[src/rtl/sram_port_arbiter.sv]
// Round-robin sequencer for the single SRAM bank shared by the fetch and load/store ports.
// Define SRAM_ARB_IBUF_EN to add a one-entry buffer holding the last fetched word.
module sram_port_arbiter #(
    parameter int READ_WAIT = 1,
    parameter int WE_PULSE  = 1
) (
    input  logic        clk,
    input  logic        rst,
    input  logic        inst_req_i,
    input  logic [19:0] inst_addr_i,
    output logic [31:0] inst_rdata_o,
    output logic        inst_ack_o,
    input  logic        data_req_i,
    input  logic        data_we_i,
    input  logic [3:0]  data_be_i,
    input  logic [19:0] data_addr_i,
    input  logic [31:0] data_wdata_i,
    output logic [31:0] data_rdata_o,
    output logic        data_ack_o,
    output logic        stall_o,
    output logic [19:0] sram_addr_o,
    output logic [31:0] sram_wdata_o,
    input  logic [31:0] sram_rdata_i,
    output logic        sram_dq_oe_o,
    output logic        sram_ce_n_o,
    output logic        sram_oe_n_o,
    output logic        sram_we_n_o,
    output logic [3:0]  sram_be_n_o
);

    typedef enum logic [2:0] {IDLE, RD, WR_SETUP, WR_PULSE, WR_HOLD, DONE} state_t;

    localparam logic       GNT_INST = 1'b0;
    localparam logic       GNT_DATA = 1'b1;
    localparam logic [2:0] RD_LAST  = 3'(READ_WAIT);
    localparam logic [2:0] WE_LAST  = 3'(WE_PULSE - 1);

    state_t      state_q, state_d;
    logic        last_grant_q, last_grant_d;
    logic [19:0] addr_q, addr_d;
    logic        we_q, we_d;
    logic [3:0]  be_q, be_d;
    logic [31:0] wdata_q, wdata_d;
    logic [2:0]  cnt_q, cnt_d;
    logic [31:0] inst_rdata_q, inst_rdata_d;
    logic [31:0] data_rdata_q, data_rdata_d;

`ifdef SRAM_ARB_IBUF_EN
    logic        ibuf_valid_q, ibuf_valid_d;
    logic [19:0] ibuf_addr_q, ibuf_addr_d;
    logic [31:0] ibuf_word_q, ibuf_word_d;
    logic        ibuf_hit;

    assign ibuf_hit = ibuf_valid_q && (ibuf_addr_q == inst_addr_i);
`endif

    logic inst_req_eff;
    logic data_req_eff;
    logic grant_data;

    assign inst_ack_o   = (state_q == DONE) && (last_grant_q == GNT_INST);
    assign data_ack_o   = (state_q == DONE) && (last_grant_q == GNT_DATA);
    assign inst_req_eff = inst_req_i & ~inst_ack_o;
    assign data_req_eff = data_req_i & ~data_ack_o;
    // Data wins a tie unless it also won the previous grant.
    assign grant_data   = data_req_eff & (~inst_req_eff | (last_grant_q == GNT_INST));
    assign stall_o      = (inst_req_i & ~inst_ack_o) | (data_req_i & ~data_ack_o);

    assign inst_rdata_o = inst_rdata_q;
    assign data_rdata_o = data_rdata_q;
    assign sram_addr_o  = addr_q;
    assign sram_wdata_o = wdata_q;

    always_comb begin
        // NOTE: every variable gets a default first so no path leaves it unassigned (no latch).
        state_d      = state_q;
        last_grant_d = last_grant_q;
        addr_d       = addr_q;
        we_d         = we_q;
        be_d         = be_q;
        wdata_d      = wdata_q;
        cnt_d        = cnt_q;
        inst_rdata_d = inst_rdata_q;
        data_rdata_d = data_rdata_q;
`ifdef SRAM_ARB_IBUF_EN
        ibuf_valid_d = ibuf_valid_q;
        ibuf_addr_d  = ibuf_addr_q;
        ibuf_word_d  = ibuf_word_q;
`endif
        case (state_q)
            IDLE: begin
                cnt_d = 3'd0;
                if (grant_data) begin
                    last_grant_d = GNT_DATA;
                    addr_d       = data_addr_i;
                    we_d         = data_we_i;
                    be_d         = data_be_i;
                    wdata_d      = data_wdata_i;
                    if (data_we_i && (data_be_i == 4'h0)) state_d = DONE;
                    else if (data_we_i)                   state_d = WR_SETUP;
                    else                                  state_d = RD;
`ifdef SRAM_ARB_IBUF_EN
                    if (data_we_i && (data_be_i != 4'h0) && (data_addr_i == ibuf_addr_q))
                        ibuf_valid_d = 1'b0;
`endif
                end else if (inst_req_eff) begin
                    last_grant_d = GNT_INST;
                    addr_d       = inst_addr_i;
                    we_d         = 1'b0;
                    be_d         = 4'hF;
                    state_d      = RD;
`ifdef SRAM_ARB_IBUF_EN
                    if (ibuf_hit) begin
                        state_d      = DONE;
                        inst_rdata_d = ibuf_word_q;
                    end
`endif
                end
            end
            RD: begin
                if (cnt_q == RD_LAST) begin
                    state_d = DONE;
                    if (last_grant_q == GNT_DATA) begin
                        data_rdata_d = sram_rdata_i;
                    end else begin
                        inst_rdata_d = sram_rdata_i;
`ifdef SRAM_ARB_IBUF_EN
                        ibuf_valid_d = 1'b1;
                        ibuf_addr_d  = addr_q;
                        ibuf_word_d  = sram_rdata_i;
`endif
                    end
                end else begin
                    cnt_d = cnt_q + 3'd1;
                end
            end
            WR_SETUP: begin
                state_d = WR_PULSE;
                cnt_d   = 3'd0;
            end
            WR_PULSE: begin
                if (cnt_q == WE_LAST) state_d = WR_HOLD;
                else                  cnt_d   = cnt_q + 3'd1;
            end
            WR_HOLD: state_d = DONE;
            DONE:    state_d = IDLE;
            default: state_d = IDLE;
        endcase
    end

    // Strobes decode straight from the state register, so a reset clears them at the next edge.
    always_comb begin
        sram_ce_n_o  = 1'b1;
        sram_oe_n_o  = 1'b1;
        sram_we_n_o  = 1'b1;
        sram_be_n_o  = 4'hF;
        sram_dq_oe_o = 1'b0;
        case (state_q)
            RD: begin
                sram_ce_n_o = 1'b0;
                sram_oe_n_o = 1'b0;
                sram_be_n_o = ~be_q;
            end
            WR_SETUP, WR_HOLD: begin
                sram_ce_n_o  = 1'b0;
                sram_be_n_o  = ~be_q;
                sram_dq_oe_o = 1'b1;
            end
            WR_PULSE: begin
                sram_ce_n_o  = 1'b0;
                sram_we_n_o  = 1'b0;
                sram_be_n_o  = ~be_q;
                sram_dq_oe_o = 1'b1;
            end
            default: ;
        endcase
    end

    // NOTE: state uses non-blocking assignments; reset is synchronous to clk.
    always_ff @(posedge clk) begin
        if (rst) begin
            state_q      <= IDLE;
            last_grant_q <= GNT_INST;
            addr_q       <= 20'h0;
            we_q         <= 1'b0;
            be_q         <= 4'h0;
            wdata_q      <= 32'h0;
            cnt_q        <= 3'd0;
            inst_rdata_q <= 32'h0;
            data_rdata_q <= 32'h0;
`ifdef SRAM_ARB_IBUF_EN
            ibuf_valid_q <= 1'b0;
            ibuf_addr_q  <= 20'h0;
            ibuf_word_q  <= 32'h0;
`endif
        end else begin
            state_q      <= state_d;
            last_grant_q <= last_grant_d;
            addr_q       <= addr_d;
            we_q         <= we_d;
            be_q         <= be_d;
            wdata_q      <= wdata_d;
            cnt_q        <= cnt_d;
            inst_rdata_q <= inst_rdata_d;
            data_rdata_q <= data_rdata_d;
`ifdef SRAM_ARB_IBUF_EN
            ibuf_valid_q <= ibuf_valid_d;
            ibuf_addr_q  <= ibuf_addr_d;
            ibuf_word_q  <= ibuf_word_d;
`endif
        end
    end

endmodule

[config.mk]
export PLATFORM = sky130hd
export DESIGN_NAME = sram_port_arbiter
export DESIGN_NICKNAME = d
export VERILOG_FILES = /design/src/rtl/sram_port_arbiter.sv
export SDC_FILE = /design/constraint.sdc
export NUM_CORES = 1
export LEC_CHECK = 0
export CAP_MARGIN = 20
export CORE_MARGIN = 3
export CORE_UTILIZATION = 40
export CTS_BUF_LIST = sky130_fd_sc_hd__clkbuf_16
export DETAILED_ROUTE_END_ITERATION = 7
export PLACE_DENSITY = 0.85
export SLEW_MARGIN = 20
export SYNTH_ARGS = -nofsm -noshare
export SYNTH_HDL_FRONTEND = slang
export SYNTH_SLANG_ARGS = --single-unit
export TNS_END_PERCENT = 1
[constraint.sdc]
create_clock -name clk -period 2.2 [get_ports clk]
set_input_delay 0.22 -clock clk [delete_from_list [all_inputs] [get_ports clk]]
set_output_delay 0.22 -clock clk [all_outputs]
set_load 0.02 [all_outputs]
==> results.sh, run 1 <==
export IMPL_grt_pass1_wl_um=23400
export IMPL_yosysWarnings=0
export IMPL_finalSetupTns_ps=0
export IMPL_ios=240
export IMPL_initial_core_util_pct=41.6
export IMPL_grt_start_max_net_pins=65
export IMPL_drtAntennaViolNets=0
export IMPL_slew_headroom_pct=66.9
export IMPL_power_internal_uw=5840
export IMPL_cp_cell_sequence="nor2_2 -> xnor2_1 -> buf_4 -> inv_1 -> clkdlybuf4s50_1"
export IMPL_synth_seq_cells=127
export IMPL_viasPerCell=4.98
export IMPL_die_x_um=116
export IMPL_antenna_found_initial=0
export IMPL_synthCells=616
export IMPL_cts_buffer_depth=2
export IMPL_final_cells=1007
export IMPL_wl_um=15000
export IMPL_synth_nets=732
export IMPL_worst_pin_slew_ps=496
export IMPL_io_buffer_count=239
export IMPL_nets=967
export IMPL_fp_coreArea_mm2=0.0116
export IMPL_cts_max_level=4
export IMPL_power_density_mw_per_mm2=1140
export IMPL_clk_latency_ps=410
export IMPL_crit_slowest_cell="clkdlybuf4s50_1"
export IMPL_yosysSeqAreaShare_pct=52.6
export IMPL_cts_root_buf="clkbuf_16"
export IMPL_clkSlewWorstSetupHoldPaths_ps=60
export IMPL_drive_gt1_share_pct=6.60
export IMPL_hold_path_class="input port to flip-flop"
export IMPL_cp_max_fo=9
export IMPL_critical_path_class="flip-flop to output pin"
export IMPL_dr_first_iter_drc_count=460
export IMPL_end_kind="output pin"
export IMPL_worstPathRequired_ps=1980
export IMPL_clkPwrFrac_pct=27.7
export IMPL_cts_buffers=17
export IMPL_switchingPower_uw=3190
export IMPL_comb_power_share_pct=39.0
export IMPL_final_setup_skew_ps=4.70
export IMPL_cts_hold_repair_buffers=0
export IMPL_grt_use_total_pct=22.2
export IMPL_worstPathArrival_ps=1900
export IMPL_start_kind="flip-flop"
export IMPL_cts_tree="built"
export IMPL_p_leak_uw=0.00285
export IMPL_timing_fmax_ghz=0.471
export IMPL_dr_pass1_iters=4
export IMPL_post_drt_wl_per_cell_um=14.9
export IMPL_hold_viol_final=0
export IMPL_finish_utilization_pct=68.3
export IMPL_synthToLayoutAreaGrowth_pct=64.0
export IMPL_layout_common_cells="clkdlybuf4s50_1 (232), nand2_1 (221), dfxtp_1 (125)"
export IMPL_syn_cell_area_mm2=0.00484
export IMPL_post_dp_hpwl_um=10600
export IMPL_outcome="finished, final reports clean"
export IMPL_drc=0
export IMPL_setup_violations=0
export IMPL_cp_slowest_stage_delay_ps=610
export IMPL_n_antenna_cell=0
export IMPL_grt_pass1_vias=4939
export IMPL_clock_sinks=127
export IMPL_gr_total_overflow=0
export IMPL_min_period_ps=2120
export IMPL_layout_commonest_cell="clkdlybuf4s50_1"
export IMPL_rsz0062_at_grt="no"
export IMPL_vias=5012
export IMPL_dieArea_mm2=0.0134
export IMPL_synth_area_per_cell_um2=7.85
export IMPL_dieHeight_um=116
export IMPL_maxSlewViolCount=0
export IMPL_yosysUniqueCellTypes=36
export IMPL_cap_violations=0
export IMPL_period_share_pct=96.5
export IMPL_seqPwrFrac_pct=33.3
export IMPL_dp_cells=975
export IMPL_gp_congestion=0.866
export IMPL_post_cts_setup_buffers=0
export IMPL_ir_drop_mv=0.733
export IMPL_netSwitchingFraction_pct=35.3
export IMPL_row_count=39
-- power by group through the flow --
stage,sequential (µW),combinational [µW],clock [µW]
after floorplan,3460,1510,0
after global placement,3010,3510,0
after detailed placement,3040,3540,0
after CTS,3000,3550,2550
after global routing,3060,3850,2630
final,3000,3530,2500
-- synthesized netlist by cell type, drive strengths merged --
library cell  instances  area [µm²]
nand2               221         830
dfxtp               127        2540
a21oi               120         601
nor2                 31         119
clkbuf               28         105
a211oi               21         158
buf                  18         118
inv                   8        30.0
o22ai                 5        31.3
nor3                  4        20.0
o21ai                 4        20.0
ha                    3        37.5
nand4b                3        26.3
and2                  2        12.5
nor2b                 2        12.5
nor4b                 2        23.8
o211ai                2        15.0
or3                   2        12.5
a21boi                1        7.51
a2bb2oi               1        8.76
and4b                 1        10.0
mux2i                 1        10.0
nand2b                1        6.26
nand3b                1        7.51
nor3b                 1        18.8
o22a                  1        8.76
o32ai                 1        8.76
o41ai                 1        8.76
or4b                  1        10.0
xnor2                 1        8.76
xor2                  1        8.76
-- metal layers --
layer | routed length [µm] | vias to the layer above | global-route usage [%]
met3 | 1510 | 27 | 9.97
met2 | 7390 | 202 | 38.8
met4 | 323 | 0 | 9.05
met1 | 5830 | 2281 | 23.4
met5 | 0 | - | 0
li1 | - | 2502 | -
-- kinds of logic (layout without fill, tap and decap cells) --
logic type	Yosys count	after routing	share of synthesized area (%)
buffers and inverters	54	302	5.23
AND/OR/NAND/NOR	272	272	22.9
adder cells (fa/ha/maj)	3	3	0.776
XOR/XNOR	2	2	0.362
AO/OA/AOI/OAI	157	157	17.9
multiplexers	1	1	0.207
flip-flops	127	127	52.6
-- metrics by stage --
stage | setup WS, ps | instance area [µm²] | hold WS [ps] | total power [µW]
after detailed placement | 274 | 7390 | 446 | 6580
after global placement | 320 | 7390 | 440 | 6520
after global routing | 3.35 | 7930 | 263 | 9540
final | 76.8 | 7930 | 258 | 9030
after CTS | -20.1 | 7920 | 236 | 9110
after floorplan | 153 | 4840 | 356 | 4970
-- final timing paths --
kind	from	endpoint	slack, ps	cells past startpoint
max	state_q[1]	sram_ce_n_o	80	5
min	rst	be_q[3]	260	2
max reg2reg	state_q[2]	inst_rdata_o[8]	330	7
min reg2reg	data_rdata_o[19]	data_rdata_o[19]	450	2
-- area by class of cell --
cell class / instances / area (µm²)
Fill cell: 910 / 3680
Timing Repair Buffer: 262 / 2590
Sequential cell: 127 / 2540
Multi-Input combinational cell: 435 / 2060
Clock buffer: 17 / 425
Tap cell: 143 / 179
Clock inverter: 15 / 104
Inverter: 8 / 30.0
-- registers in the layout (all words and copies together) (netlist names) --
signal	cells
state_q	3
data_rdata_o	32
inst_rdata_o	32
last_grant_q	1
be_q	4
cnt_q	3
sram_wdata_o	32
sram_addr_o	20
-- what timing repair did --
item	4_1_cts	5_1_grt
hold endpoints to repair	0	0
pin swaps	0	0
endpoints found under the setup margin	8	4
resized for setup	6	4
cloned	0	0
-- critical path: cells and delay by family (launching register included) --
family	cells	cell delay [ps]
flops	1	450
xor+xnor	1	130
simple gates	1	100
buf+inv	3	820
No activity file was read; power rests on OpenSTA's default activity.
==> run 2, diff against run 1 <==
--- a/config.mk
+++ b/config.mk
@@ -6,9 +6,10 @@
 export NUM_CORES = 1
 export LEC_CHECK = 0
 export CAP_MARGIN = 20
+export CORE_ASPECT_RATIO = 2
 export CORE_MARGIN = 3
 export CORE_UTILIZATION = 40
-export CTS_BUF_LIST = sky130_fd_sc_hd__clkbuf_16
+export CTS_BUF_LIST = sky130_fd_sc_hd__clkbuf_4 sky130_fd_sc_hd__clkbuf_8 sky130_fd_sc_hd__clkbuf_16
 export DETAILED_ROUTE_END_ITERATION = 7
 export PLACE_DENSITY = 0.85
 export SLEW_MARGIN = 20
==> results.sh, run 2 (synthesized netlist as in run 1, its figures left out) <==
export IMPL_comb_power_share_pct=37.6
export IMPL_fp_coreArea_mm2=0.0118
export IMPL_grt_met3_usage_pct=5.31
export IMPL_post_dp_hpwl_um=11100
export IMPL_min_delay_path_depth=2
export IMPL_ios=240
export IMPL_startpoint="state_q[1]"
export IMPL_fillerInstances=943
export IMPL_vias=5004
export IMPL_layout_commonest_cell="clkdlybuf4s50_1"
export IMPL_synthToLayoutAreaGrowth_pct=65.5
export IMPL_worst_pin_slew_ps=607
export IMPL_layout_common_cells="clkdlybuf4s50_1 (234), nand2_1 (221), dfxtp_1 (125)"
export IMPL_end_kind="output pin"
export IMPL_min_period_ps=2140
export IMPL_dr_first_iter_drc_count=129
export IMPL_power_internal_uw=6260
export IMPL_maxSlewViolCount=0
export IMPL_cts_buffer_depth=2
export IMPL_post_drt_wl_per_cell_um=15.6
export IMPL_dr_pass1_iters=4
export IMPL_cts_hold_repair_buffers=0
export IMPL_placed_cell_area_mm2=0.00734
export IMPL_final_setup_skew_ps=10.7
export IMPL_period_share_pct=97.4
export IMPL_gp_congestion=0.842
export IMPL_p_leak_uw=0.00288
export IMPL_cap_violations=0
export IMPL_crit_slowest_cell="clkdlybuf4s50_1"
export IMPL_slew_headroom_pct=59.5
export IMPL_cp_slowest_stage_delay_ps=670
export IMPL_power_density_mw_per_mm2=1190
export IMPL_viasPerCell=4.99
export IMPL_switchingPower_uw=3280
export IMPL_clock_sinks=127
export IMPL_grt_use_met2_pct=41.7
export IMPL_grt_use_total_pct=22.8
export IMPL_cp_cell_sequence="buf_4 -> nor4b_2 -> clkdlybuf4s50_1"
export IMPL_initial_core_util_pct=41.1
export IMPL_ir_drop_mv=0.848
export IMPL_dieHeight_um=161
export IMPL_netSwitchingFraction_pct=34.4
export IMPL_hold_start="rst"
export IMPL_grt_pass1_vias=5035
export IMPL_cp_top_family="buffers and inverters"
export IMPL_dieArea_mm2=0.0135
export IMPL_seqPwrFrac_pct=31.7
export IMPL_hold_path_class="input port to flip-flop"
export IMPL_outcome="finished, final reports clean"
export IMPL_critical_path_class="flip-flop to output pin"
export IMPL_reg2regPathDepth=7
export IMPL_dp_cells=968
export IMPL_start_kind="flip-flop"
export IMPL_n_antenna_cell=0
export IMPL_hold_viol_final=0
export IMPL_antenna_found_initial=0
export IMPL_gr_total_overflow=0
export IMPL_worstPathArrival_ps=1920
export IMPL_setup_violations=0
export IMPL_seq_area_mm2=0.00254
export IMPL_finalPower_uw=9540
export IMPL_min_to="be_q[2]"
export IMPL_cp_max_fo=8
export IMPL_clk_latency_ps=410
export IMPL_nets=961
export IMPL_grt_pass1_wl_um=24700
export IMPL_wl_um=15600
export IMPL_die_x_um=83.8
export IMPL_cts_buffers=17
export IMPL_design_area_mm2=0.00800
export IMPL_timing_fmax_ghz=0.467
export IMPL_cts_root_buf="clkbuf_16"
export IMPL_clkPwrFrac_pct=30.8
export IMPL_grt_start_max_net_pins=56
export IMPL_drive_gt1_share_pct=6.77
export IMPL_r2r_slack_ps=290
export IMPL_grtUsageMet1_pct=22.9
export IMPL_rsz0062_at_grt="no"
export IMPL_row_count=56
export IMPL_io_buffer_count=239
export IMPL_r2r_start="state_q[2]"
export IMPL_finish_utilization_pct=68.0
export IMPL_r2r_end="inst_rdata_o[3]"
export IMPL_clkSlewWorstSetupHoldPaths_ps=50
export IMPL_grt_busiest_layer="met2"
export IMPL_hold_slack_ps=318
export IMPL_drc=0
export IMPL_drtAntennaViolNets=0
export IMPL_path_buf_inv=2
export IMPL_worstPathRequired_ps=1980
export IMPL_cts_max_level=4
export IMPL_final_cells=1002
export IMPL_cts_tree="built"
export IMPL_multi_input_area_mm2=0.00207
==> run 2: area by class of cell <==
type / count / area share, %
clock buffers: 18 / 5.41
clock inverters: 13 / 2.36
well taps: 145 / 2.27
repair buffers: 256 / 32.0
inverters: 8 / 0.375
multi-input cells: 435 / 25.8
flip-flops and latches: 127 / 31.8
==> run 2: power groups by stage <==
stage	clock network [µW]	registers (µW)	logic, µW
2_1_floorplan	0	3460	1510
3_3_place_gp	0	3030	3450
3_5_place_dp	0	3060	3500
4_1_cts	2980	3020	3620
5_1_grt	3080	3080	3880
6_report	2930	3020	3580
==> run 2: timing repair <==
action                                  4_1_cts  5_1_grt
pin swaps                                     1        0
resized for setup                             6        3
endpoints found under the setup margin        8        2
setup buffers                                 3        0
==> run 2: per-layer routing <==
metal | vias to the layer above | share of wire (%)
met5 | - | 0
met4 | 0 | 5.1
met3 | 48 | 4.8
met2 | 185 | 55
met1 | 2287 | 35
li1 | 2484 | -
==> run 2: metrics by stage <==
step	setup TNS [ps]	setup slack, ps
2_1_floorplan	0	153
3_3_place_gp	-23.7	-23.7
3_5_place_dp	-6.33	-6.33
4_1_cts	0	30.9
5_1_grt	0	5.70
6_report	0	58.2
==> run 2: worst max-delay path by stage <==
stage                     end  depth (start not counted)  slack (ps)
6_report           inst_ack_o                          3          60
3_3_place_gp   sram_be_n_o[2]                          4         -20
5_1_grt        sram_be_n_o[2]                          5           6
4_1_cts            data_ack_o                          3          30
3_5_place_dp   sram_be_n_o[2]                          4          -6
2_1_floorplan         stall_o                          5         150
